===== config.mk =====
export PLATFORM = sky130hd
export DESIGN_NAME = bcd_updown_counter
export DESIGN_NICKNAME = d
export VERILOG_FILES = /design/src/rtl/bcd_updown_counter.sv
export SDC_FILE = /design/constraint.sdc
export NUM_CORES = 1
export LEC_CHECK = 0
export CORE_MARGIN = 1.5
export CORE_UTILIZATION = 45
export DETAILED_ROUTE_END_ITERATION = 8
export PLACE_DENSITY = 0.82
export SLEW_MARGIN = 40
export SYNTH_ARGS = -nofsm -noshare
export SYNTH_HDL_FRONTEND = slang
export SYNTH_SLANG_ARGS = --single-unit
export TNS_END_PERCENT = 1

===== constraint.sdc =====
create_clock -name clk -period 5 [get_ports clk]
set_input_delay 0.5 -clock clk [delete_from_list [all_inputs] [get_ports clk]]
set_output_delay 0.5 -clock clk [all_outputs]
set_load 0.1 [all_outputs]

===== src/rtl/bcd_updown_counter.sv =====
// Multi-digit BCD up/down counter with programmable terminal value.
// One BCD digit per nibble (nibble [3:0] is the ones digit). Supports
// synchronous clear, validated parallel load, count enable and direction,
// a combinational terminal-count output for cascading, and registered
// one-cycle wrap / load_err pulses. Single clock domain, no derived clocks.
module bcd_updown_counter #(
  parameter int                  DIGITS  = 2,
  parameter logic [4*DIGITS-1:0] TOP_BCD = 8'h99
) (
  input  logic                  clk,
  input  logic                  rst,
  input  logic                  clr,
  input  logic                  load,
  input  logic [4*DIGITS-1:0]   load_val,
  input  logic                  en,
  input  logic                  up,
  output logic [4*DIGITS-1:0]   count,
  output logic                  tc,
  output logic                  wrap,
  output logic                  load_err
);

  localparam int W = 4 * DIGITS;

  // True when every nibble of v is a legal decimal digit (0..9).
  function automatic logic is_bcd(input logic [W-1:0] v);
    logic ok;
    ok = 1'b1;
    for (int i = 0; i < DIGITS; i++) begin
      if (v[4*i +: 4] > 4'd9) ok = 1'b0;
    end
    return ok;
  endfunction

  localparam logic TOP_LEGAL = is_bcd(TOP_BCD);

  // Elaboration-time sanity check of the parameters; behaviour with an
  // illegal terminal value is undefined, so flag it loudly.
  generate
    if (!TOP_LEGAL || DIGITS < 1 || DIGITS > 8) begin : g_bad_params
      $error("bcd_updown_counter: DIGITS must be 1..8 and every TOP_BCD nibble 0..9");
    end
  endgenerate

  logic [W-1:0] inc_val;
  logic [W-1:0] dec_val;
  logic         carry;
  logic         borrow;
  logic         at_top;
  logic         at_zero;
  logic         load_ok;

  // BCD increment: carry ripples through every nibble sitting at 9.
  always_comb begin
    inc_val = count;
    carry   = 1'b1;
    for (int i = 0; i < DIGITS; i++) begin
      if (carry) begin
        if (count[4*i +: 4] == 4'd9) begin
          inc_val[4*i +: 4] = 4'd0;
        end else begin
          inc_val[4*i +: 4] = count[4*i +: 4] + 4'd1;
          carry             = 1'b0;
        end
      end
    end
  end

  // BCD decrement: borrow ripples through every nibble sitting at 0.
  always_comb begin
    dec_val = count;
    borrow  = 1'b1;
    for (int i = 0; i < DIGITS; i++) begin
      if (borrow) begin
        if (count[4*i +: 4] == 4'd0) begin
          dec_val[4*i +: 4] = 4'd9;
        end else begin
          dec_val[4*i +: 4] = count[4*i +: 4] - 4'd1;
          borrow            = 1'b0;
        end
      end
    end
  end

  // Terminal detection, load validation and the cascade output. A binary
  // compare against TOP_BCD is fine because BCD ordering matches binary.
  always_comb begin
    at_top  = (count == TOP_BCD);
    at_zero = (count == '0);
    load_ok = is_bcd(load_val) && (load_val <= TOP_BCD);
    tc      = en & (up ? at_top : at_zero);
  end

  // Count register and status pulses; priority is clr, load, en, hold.
  // wrap and load_err default low so each pulse lasts exactly one cycle.
  always_ff @(posedge clk or negedge rst) begin
    if (!rst) begin
      count    <= '0;
      wrap     <= 1'b0;
      load_err <= 1'b0;
    end else begin
      wrap     <= 1'b0;
      load_err <= 1'b0;
      if (clr) begin
        count <= '0;
      end else if (load) begin
        if (load_ok) begin
          count <= load_val;
        end else begin
          load_err <= 1'b1;
        end
      end else if (en) begin
        if (up) begin
          if (at_top) begin
            count <= '0;
            wrap  <= 1'b1;
          end else begin
            count <= inc_val;
          end
        end else begin
          if (at_zero) begin
            count <= TOP_BCD;
            wrap  <= 1'b1;
          end else begin
            count <= dec_val;
          end
        end
      end
    end
  end

endmodule

* Word-level counts from Yosys, hierarchy flattened
Index checks and enable logic that the tools add are counted.
** Storage, ports and cells
- Bits in registers :: 10
- Input bits :: 14
- Output and inout bits :: 11
- Logic and storage cells :: 52
** Cells by class
- $add $sub $neg :: 4
- Magnitude comparators :: 3
- Equal/unequal tests :: 5
- Mux-type cells :: 27
- Bitwise logic cells :: 1
- Reduce and logical (&&, ||, !) cells :: 8
** Operators with widths (count)
- $mux W8 :: 7
- $mux W4 :: 6
- $mux W1 :: 14
- $add A4 B1 Y4 const B :: 2
- $eq A4 B4 Y1 const B :: 2
- $eq A8 B8 Y1 const B :: 1
- $gt A4 B4 Y1 const B :: 2
- $le A8 B8 Y1 const B :: 1
- $logic_not A4 Y1 :: 2
- $logic_not A8 Y1 :: 1
- $sub A4 B1 Y4 const B :: 2
- $ne A5 B3 Y1 const B :: 1
- $reduce_bool A5 Y1 :: 1
- $reduce_and A4 Y1 :: 1
- $ne A3 B2 Y1 const B :: 1
- $reduce_bool A3 Y1 :: 1
- $reduce_and A2 Y1 :: 1
- $and A1 B1 Y1 :: 1
- $logic_and A1 B1 Y1 :: 1

* Logic depth before layout (Yosys ltp)
Gate-level depths: netlist of the first run.
- Depth after elaboration :: 8
- Depth in mapped cells :: 6
- Mapped depth without buffers :: 6

* Worst setup path before layout of the first run
Ideal clock, no wire load.
- Path kind :: flip-flop to output port
- From :: reg count[1]
- To :: out tc
- Data arrival time :: 2.652 ns
- Required time :: 4.500 ns
- Slack :: 1.848 ns
- Stages on the path, launching flop included :: 6
- Buffers on the path :: 0
- Cells stage by stage :: dfrtp_1 -> inv_1 -> ha_1 -> or4b_4 -> o22ai_1 -> and2_1
** Between the ends
- Cells in the longest elaborated chain, start to end :: 3
- Elaborated cells between the ends (all ways) :: 4
- Classes of those cells :: eq/ne (1); mux (1); bitwise (1); reduce/logical (1)
** Ends and longest elaborated chain
- start: declaration :: line 17 : output logic [4*DIGITS-1:0] count,
- start signal: assignment :: line 108 : count <= load_val;
- start signal: assignment :: line 118 : count <= inc_val;
- start signal: assignment :: line 125 : count <= dec_val;
- $eq A8 B8 Y1 or $logic_not A8 Y1 (tied branches) :: line 88, 89
- $mux W1 * :: line 91 : tc = en & (up ? at_top : at_zero);
- $and A1 B1 Y1 * :: line 91
- end: declaration :: line 18 : output logic tc,
Every way passes the cells marked *; elsewhere a longest branch is shown, timed or not.

* Final worst setup path of the first run
- From :: in up
- To :: out tc
** Between the ends
- Cells in the longest elaborated chain, start to end :: 2
** Ends and longest elaborated chain
- start: declaration :: line 16 : input logic up,
- $mux W1 :: line 91
- $and A1 B1 Y1 :: line 91
Every way passes these cells.

==> results of run 1 <==
worst max-delay path: cells and delay by family:
kind | cells | cell delay, ns
AOI/OAI and AO/OA | 1 | 0.15
and+or+nand+nor | 2 | 0.55
buffers and inverters | 3 | 1.35
worst max path at each step:
| stage | startpoint | endpoint | depth (start not counted) |
|---|---|---|---|
| finish | up | tc | 6 |
| detailed placement | up | tc | 6 |
| CTS | up | tc | 6 |
| floorplan | count[1]$_DFFE_PN0P_ | tc | 5 |
| global placement | up | tc | 6 |
| global route | up | tc | 6 |
cell usage after synthesis (2+ instances only):
library cell,number
sky130_fd_sc_hd__nor2b_1,2
sky130_fd_sc_hd__a22oi_1,2
sky130_fd_sc_hd__o21ai_0,4
sky130_fd_sc_hd__nor3_1,2
sky130_fd_sc_hd__nand3b_1,3
sky130_fd_sc_hd__or2_2,2
sky130_fd_sc_hd__dfrtp_1,10
sky130_fd_sc_hd__mux2_4,2
sky130_fd_sc_hd__nand2_1,3
sky130_fd_sc_hd__nor2_1,9
sky130_fd_sc_hd__inv_1,7
sky130_fd_sc_hd__a21oi_1,3
sky130_fd_sc_hd__nand2b_1,2
sky130_fd_sc_hd__or3_1,2
sky130_fd_sc_hd__and2_1,2
sky130_fd_sc_hd__o22ai_1,2
sky130_fd_sc_hd__a211oi_1,2
sky130_fd_sc_hd__ha_1,7
sky130_fd_sc_hd__and3_1,3
sky130_fd_sc_hd__buf_2,2
sky130_fd_sc_hd__mux2i_1,2
sky130_fd_sc_hd__a32oi_1,2
sky130_fd_sc_hd__a31oi_1,3
metal layers:
metal  vias to the layer above  part of all wire (%)  routed length, um  global-route usage (%)
li1                        422                     -                  -                       -
met4                         0                     0                  0                    11.4
met3                         0                   3.9                 81                    3.02
met5                         -                     0                  0                       0
met1                       416                    48                999                    28.0
met2                        18                    48               1010                    28.3
final cells by class:
class | instances | area, sq um
fill | 205 | 803
inverter | 7 | 26.3
sequential | 10 | 250
tap | 27 | 33.8
timing repair buffer | 24 | 185
clock buffer | 3 | 22.5
multi-input combinational | 79 | 601
flip-flops by register name (all words and copies together), names as in the netlist:
name      count
wrap          1
load_err      1
count         8
power groups by stage:
stage | logic (mW) | registers [mW] | clock network, mW
floorplan | 0.0916 | 0.201 | 0
global placement | 0.225 | 0.122 | 0
detailed placement | 0.216 | 0.123 | 0
CTS | 0.216 | 0.121 | 0.0526
global route | 0.230 | 0.125 | 0.0537
finish | 0.216 | 0.121 | 0.0510
logic make-up after synthesis:
family	count (synthesis)
compound gates	30
fa+ha+maj	7
buf+inv	11
flops	10
mux	5
simple gates	37
stage by stage:
stage | util, % | hold WS (ns)
4_1_cts | 58.2 | 0.541
3_3_place_gp | 59.9 | 0.647
3_5_place_dp | 57.0 | 0.656
6_report | 58.2 | 0.535
5_1_grt | 58.2 | 0.580
2_1_floorplan | - | 0.204
placed cells by master, fill, tap and decap left out, types with 2 or more instances in the layout:
master,n
sky130_fd_sc_hd__clkdlybuf4s50_1,13
sky130_fd_sc_hd__buf_2,11
sky130_fd_sc_hd__dfrtp_1,10
sky130_fd_sc_hd__nor2_1,9
sky130_fd_sc_hd__inv_1,7
sky130_fd_sc_hd__ha_1,7
sky130_fd_sc_hd__o21ai_0,4
sky130_fd_sc_hd__nand3b_1,3
sky130_fd_sc_hd__nand2_1,3
sky130_fd_sc_hd__and3_1,3
sky130_fd_sc_hd__a21oi_1,3
sky130_fd_sc_hd__a31oi_1,3
sky130_fd_sc_hd__clkbuf_4,3
sky130_fd_sc_hd__or3_1,2
sky130_fd_sc_hd__o22ai_1,2
sky130_fd_sc_hd__and2_1,2
sky130_fd_sc_hd__nor2b_1,2
sky130_fd_sc_hd__nand2b_1,2
sky130_fd_sc_hd__a32oi_1,2
sky130_fd_sc_hd__a211oi_1,2
sky130_fd_sc_hd__or2_2,2
sky130_fd_sc_hd__nor3_1,2
sky130_fd_sc_hd__mux2_4,2
sky130_fd_sc_hd__a22oi_1,2
sky130_fd_sc_hd__mux2i_1,2
==> impl_metrics.toml, run 1 <==
[sta]
final.min_clock_period_ns = 3.06
clock.fmax_mhz = 327
timing.final.setup_violations = 0
timing_worst_slew_pin_value_ns = 0.486
final_hold_viol_count = 0
min_period_over_period_pct = 61.1
setup_total_negative_slack_ns = 0
timing.max_slew.rel_slack_pct = 67.8
finClkSkew_ns = 0.00147
grt_setup_unrepaired = "no"
layout_setup_ws_ns = 1.94
finalMaxSlewViolations = 0

[power_and_ir_drop]
p_comb_share_pct = 55.7
p_clk_share_pct = 13.1
static_leakage_nw = 0.508
sequential_share_of_power_pct = 31.2
power_switching_share_pct = 51.5
power.internal_uw = 188
power-per-cell-area_mw_per_mm2 = 347
ir_drop_v = 0.000184
report.power.total_uw = 389
power.switching_uw = 200

[synth]
commonest_register_cell_after_synthesis = "sky130_fd_sc_hd__dfrtp_1"
synth_area_in_xor_xnor_pct = 0
synth_simple_gate_area_share_pct = 24.5
syn_area_sq_um = 902
post_synth_mux_area_share_pct = 6.80
synth_top_area_share_pct = 27.7
postSynthCellCount = 100
synth.distinct_cells = 45
synth-seq-area-share_pct = 27.7
synth_area_leader_cell = "sky130_fd_sc_hd__dfrtp_1"
syn-mean-instance-area_sq_um = 9.02
main_area_contributors_after_synthesis = "sky130_fd_sc_hd__dfrtp_1 (28%), sky130_fd_sc_hd__ha_1 (9.7%), sky130_fd_sc_hd__nor2_1 (3.7%)"
postSynth.asyncResetShare_pct = 100
post_synthesis_net_count = 121
yosysWarnings = 0
dominant_combinational_cell_family_by_area_after_synthesis = "compound AO/OA/AOI/OAI gates"
synth-compound-area-share_pct = 25.5
yosys.area_share.adder_pct = 9.71
synth-edff-count = 0
synth.ff_latch_count = 10

[critical_path]
criticalPathCategory = "primary input to output port"
critical_path_data_arrival_time_ns = 2.56
slowest_stage = "sky130_fd_sc_hd__clkdlybuf4s50_1"
worst-endpoint-required_ns = 4.50
timing.rr.end = "count[5]$_DFFE_PN0P_"
crit-reg2reg-launch = "count[4]$_DFFE_PN0P_"
reg2reg_setup_slack_ns = 2.98
critical_path_maximum_fanout = 15
endpoint_kind = "output port"
worst_r2r_path_depth = 6
critical_path.startpoint_type = "primary input"
path_cells = "clkdlybuf4s50_1 > inv_1 > or3_1 > o22ai_1 > and2_1 > buf_2"
worst_path_largest_cell_delay_ns = 0.75

[floorplan]
core_sq_mm = 0.00192
num_io_pins = 25
die-area_sq_mm = 0.00228
std_cell_rows = 16
die_width_um = 47.8
floorplan.initialDensity_pct = 46.9
die_height_um = 47.8

[place]
postPlaceCellArea_sq_mm = 0.00110
portBuffers = 24
dp_cells = 147
place_ws_ns = 1.97
detailedPlacementHpwl_mm = 1.62
place.gp.congestion = 0.870

[global_route]
vias_in_the_first_global_route = 702
globalRoute.totalOverflow = 0
globalRouteTotalUtil_pct = 19.8
grt_pass1_wl_mm = 3.13
grt_max_degree = 16
grt_antenna_before_repair = 0

[clock_network]
clock_tree.root_cell = "sky130_fd_sc_hd__clkbuf_4"
cts_made_buffers = 3
clock_sinks = 10
post-cts-setup-buffers = 0
post_cts_resize_count = 0
post_cts_hold_buffer_count = 0
cts.path.max_buffers = 2
clkLatencyLatePin_ns = 0.25
cts.reportedPaths.clkPinSlew_ns = 0.06
clock_tree.htree_level_count = 1
cts_tree = "done"

[drt]
via_per_inst = 5.71
drc = 0
drt_pass_1_iters = 4
avgRoutedWirePerCell_um = 14.0
routed_wl_mm = 2.09
detailedRoute.firstIterationViolations = 20
ant_nets = 0
dr_total_vias = 856

[status]
status = "finished clean"

[hold_path]
worst_hold_path_type = "primary input to async pin"

[run]
max-cap-violations = 0

[layout]
layout-drive-gt1-share_pct = 21.1
layout.cells.non_filler = 150
insertedDiodeCount = 0
stdcell_area_sq_mm = 0.00112
num-nets-final = 146
areaGrowthSynthToFinish_pct = 24.0
Power figures use the tool's default switching activity.
==> run 2: changes to the inputs <==
CORE_UTILIZATION = 42   (was 45)
PLACE_DENSITY = 0.8   (was 0.82)
clock period = 2.6 ns   (was 5 ns; I/O delays follow)
==> run 2 against run 1 <==
  * Sequential share of layout area decreased by 0.94 points
  * Core utilization increased by 0.98 points
  * Final cell count grew 1.3%
  * Worst hold slack got worse by 0.24 ns
  * Clock power grew to 2.8 times the previous value
  * Count of clock-buffer cells in the layout increased by 1
  * Critical path depth is the same
  * Non-clock buffer count is 1 higher
  * Global-route usage shrank 0.33 points
  * Final area rose by 5.9%
  * Critical path type is now register to output port
  * Critical endpoint unchanged
  * Largest power group unchanged
  * Highest routed layer is now met4
==> impl_metrics.toml, run 2 (synthesis gave the netlist of run 1 again) <==
[sta]
timing.final.setup_violations = 0
timing.max_slew.rel_slack_pct = 70.9
final_hold_viol_count = 0
min_period_over_period_pct = 93.7
timing_worst_slew_pin_value_ns = 0.435
clock.fmax_mhz = 410
grt_setup_unrepaired = "no"
final.min_clock_period_ns = 2.44
setup_total_negative_slack_ns = 0
finalMaxSlewViolations = 0
finClkSkew_ns = 0.00285

[place]
portBuffers = 24
detailedPlacementHpwl_mm = 1.79
place.gp.congestion = 0.873

[drt]
drc = 0
via_per_inst = 5.82
ant_nets = 0
routed_wl_mm = 2.30
dr_total_vias = 885
avgRoutedWirePerCell_um = 15.1
drt_pass_1_iters = 4
detailedRoute.firstIterationViolations = 27

[clock_network]
cts_made_buffers = 3
clkLatencyLatePin_ns = 0.27
cts.path.max_buffers = 2
cts_tree = "done"
post_cts_hold_buffer_count = 0
clock_tree.htree_level_count = 1
cts.reportedPaths.clkPinSlew_ns = 0.07
clock_sinks = 10
clock_tree.root_cell = "sky130_fd_sc_hd__clkbuf_4"
post-cts-setup-buffers = 0
post_cts_resize_count = 0

[critical_path]
critical_path.startpoint_type = "register"
criticalPathCategory = "register to output port"
endpoint_kind = "output port"
worst-endpoint-required_ns = 2.34
cp-startpoint = "count[0]$_DFFE_PN0P_"
critical_path_maximum_fanout = 9
crit-reg2reg-launch = "count[0]$_DFFE_PN0P_"
critical_path_data_arrival_time_ns = 2.18
worst_r2r_path_depth = 5

[global_route]
grt_pass1_wl_mm = 3.65
vias_in_the_first_global_route = 828
grt_antenna_before_repair = 0
globalRouteTotalUtil_pct = 19.5
globalRoute.totalOverflow = 0
grt_max_degree = 14

[power_and_ir_drop]
static_leakage_nw = 0.524
power-per-cell-area_mw_per_mm2 = 687
ir_drop_v = 0.000384

[layout]
layout.cells.most_common = "sky130_fd_sc_hd__clkdlybuf4s50_1"
num-nets-final = 147
layout-drive-gt1-share_pct = 25.6
insertedDiodeCount = 0
areaGrowthSynthToFinish_pct = 31.3
largestRegisters = "count x8, load_err x1, wrap x1"
final_util_pct = 59.2
layout.cells.most_common_list = "sky130_fd_sc_hd__clkdlybuf4s50_1 (13), sky130_fd_sc_hd__buf_4 (11), sky130_fd_sc_hd__nor2_1 (9)"
top_register = "count"
max_reg_flops = 8

[floorplan]
num_io_pins = 25
die_width_um = 49.3
die-area_sq_mm = 0.00243
die_height_um = 49.3
floorplan.initialDensity_pct = 45.1
std_cell_rows = 16
core_sq_mm = 0.00200

[run]
max-cap-violations = 0

[status]
status = "finished clean"

[hold_path]
worst_hold_path_type = "primary input to async pin"
==> run 2: changes by cell type in the layout (fill, tap and decap cells not counted) <==
| cell | previous run | this run |
|---|---|---|
| sky130_fd_sc_hd__buf_12 | 0 | 1 |
| sky130_fd_sc_hd__dfrtp_2 | 0 | 3 |
| sky130_fd_sc_hd__and2_1 | 2 | 1 |
| sky130_fd_sc_hd__clkbuf_8 | 0 | 1 |
| sky130_fd_sc_hd__and2_2 | 0 | 1 |
| sky130_fd_sc_hd__dfrtp_1 | 10 | 7 |
| sky130_fd_sc_hd__buf_2 | 11 | 0 |
| sky130_fd_sc_hd__buf_4 | 0 | 11 |
==> run 2: critical path: stages (launching register included) <==
cell	delay, ns
sky130_fd_sc_hd__dfrtp_2	0.47
sky130_fd_sc_hd__inv_1	0.10
sky130_fd_sc_hd__ha_1	0.23
sky130_fd_sc_hd__or4b_4	0.51
sky130_fd_sc_hd__o22ai_1	0.22
sky130_fd_sc_hd__and2_2	0.20
sky130_fd_sc_hd__buf_12	0.17
==> run 2: power by group <==
| part | total (mW) | switching [mW] | internal [mW] |
|---|---|---|---|
| Sequential | 0.236 | 0.0554 | 0.181 |
| Clock | 0.143 | 0.0579 | 0.0851 |
| Combinational | 0.435 | 0.287 | 0.147 |
==> run 2: layer usage <==
layer / global-route usage, % / vias up / share of wire, %
li1: - / 426 / -
met1: 23.2 / 414 / 43
met2: 31.8 / 38 / 48
met3: 5.52 / 7 / 6.0
met4: 9.52 / 0 / 2.3
met5: 0 / - / 0
==> run 2: worst paths after layout <==
path	endpoint	slack (ns)
max	tc	0.16
min	count[7]$_DFFE_PN0P_	0.29
max reg2reg	count[5]$_DFFE_PN0P_	0.63
min reg2reg	count[1]$_DFFE_PN0P_	0.65
max in group asynchronous	count[1]$_DFFE_PN0P_	1.98
min in group clk	count[1]$_DFFE_PN0P_	0.59
==> run 2: cell type report <==
class,instances,area [sq um]
clock buffer,4,36.3
tap,27,33.8
inverter,7,26.3
multi-input combinational,79,602
timing repair buffer,25,233
fill,177,817
sequential,10,254
==> run 2: through the flow <==
stage | instance area [sq um] | power, mW | hold WS [ns] | setup WS [ns] | std cells
after floorplan | 907 | 0.565 | -0.0356 | 0.0586 | 100
after global placement | 1150 | 0.664 | 0.589 | 0.463 | 148
after detailed placement | 1150 | 0.670 | 0.598 | 0.463 | 148
after CTS | 1180 | 0.812 | 0.311 | 0.164 | 152
after global routing | 1180 | 0.851 | 0.323 | 0.0471 | 152
final | 1180 | 0.813 | 0.294 | 0.164 | 152
==> run 3: changes to the inputs <==
CAP_MARGIN = 40   (was unset)
GPL_ROUTABILITY_DRIVEN = 0   (was unset)
==> results of run 3 <==
Same layout as run 2: the final DEF is identical, and so are final timing and power.
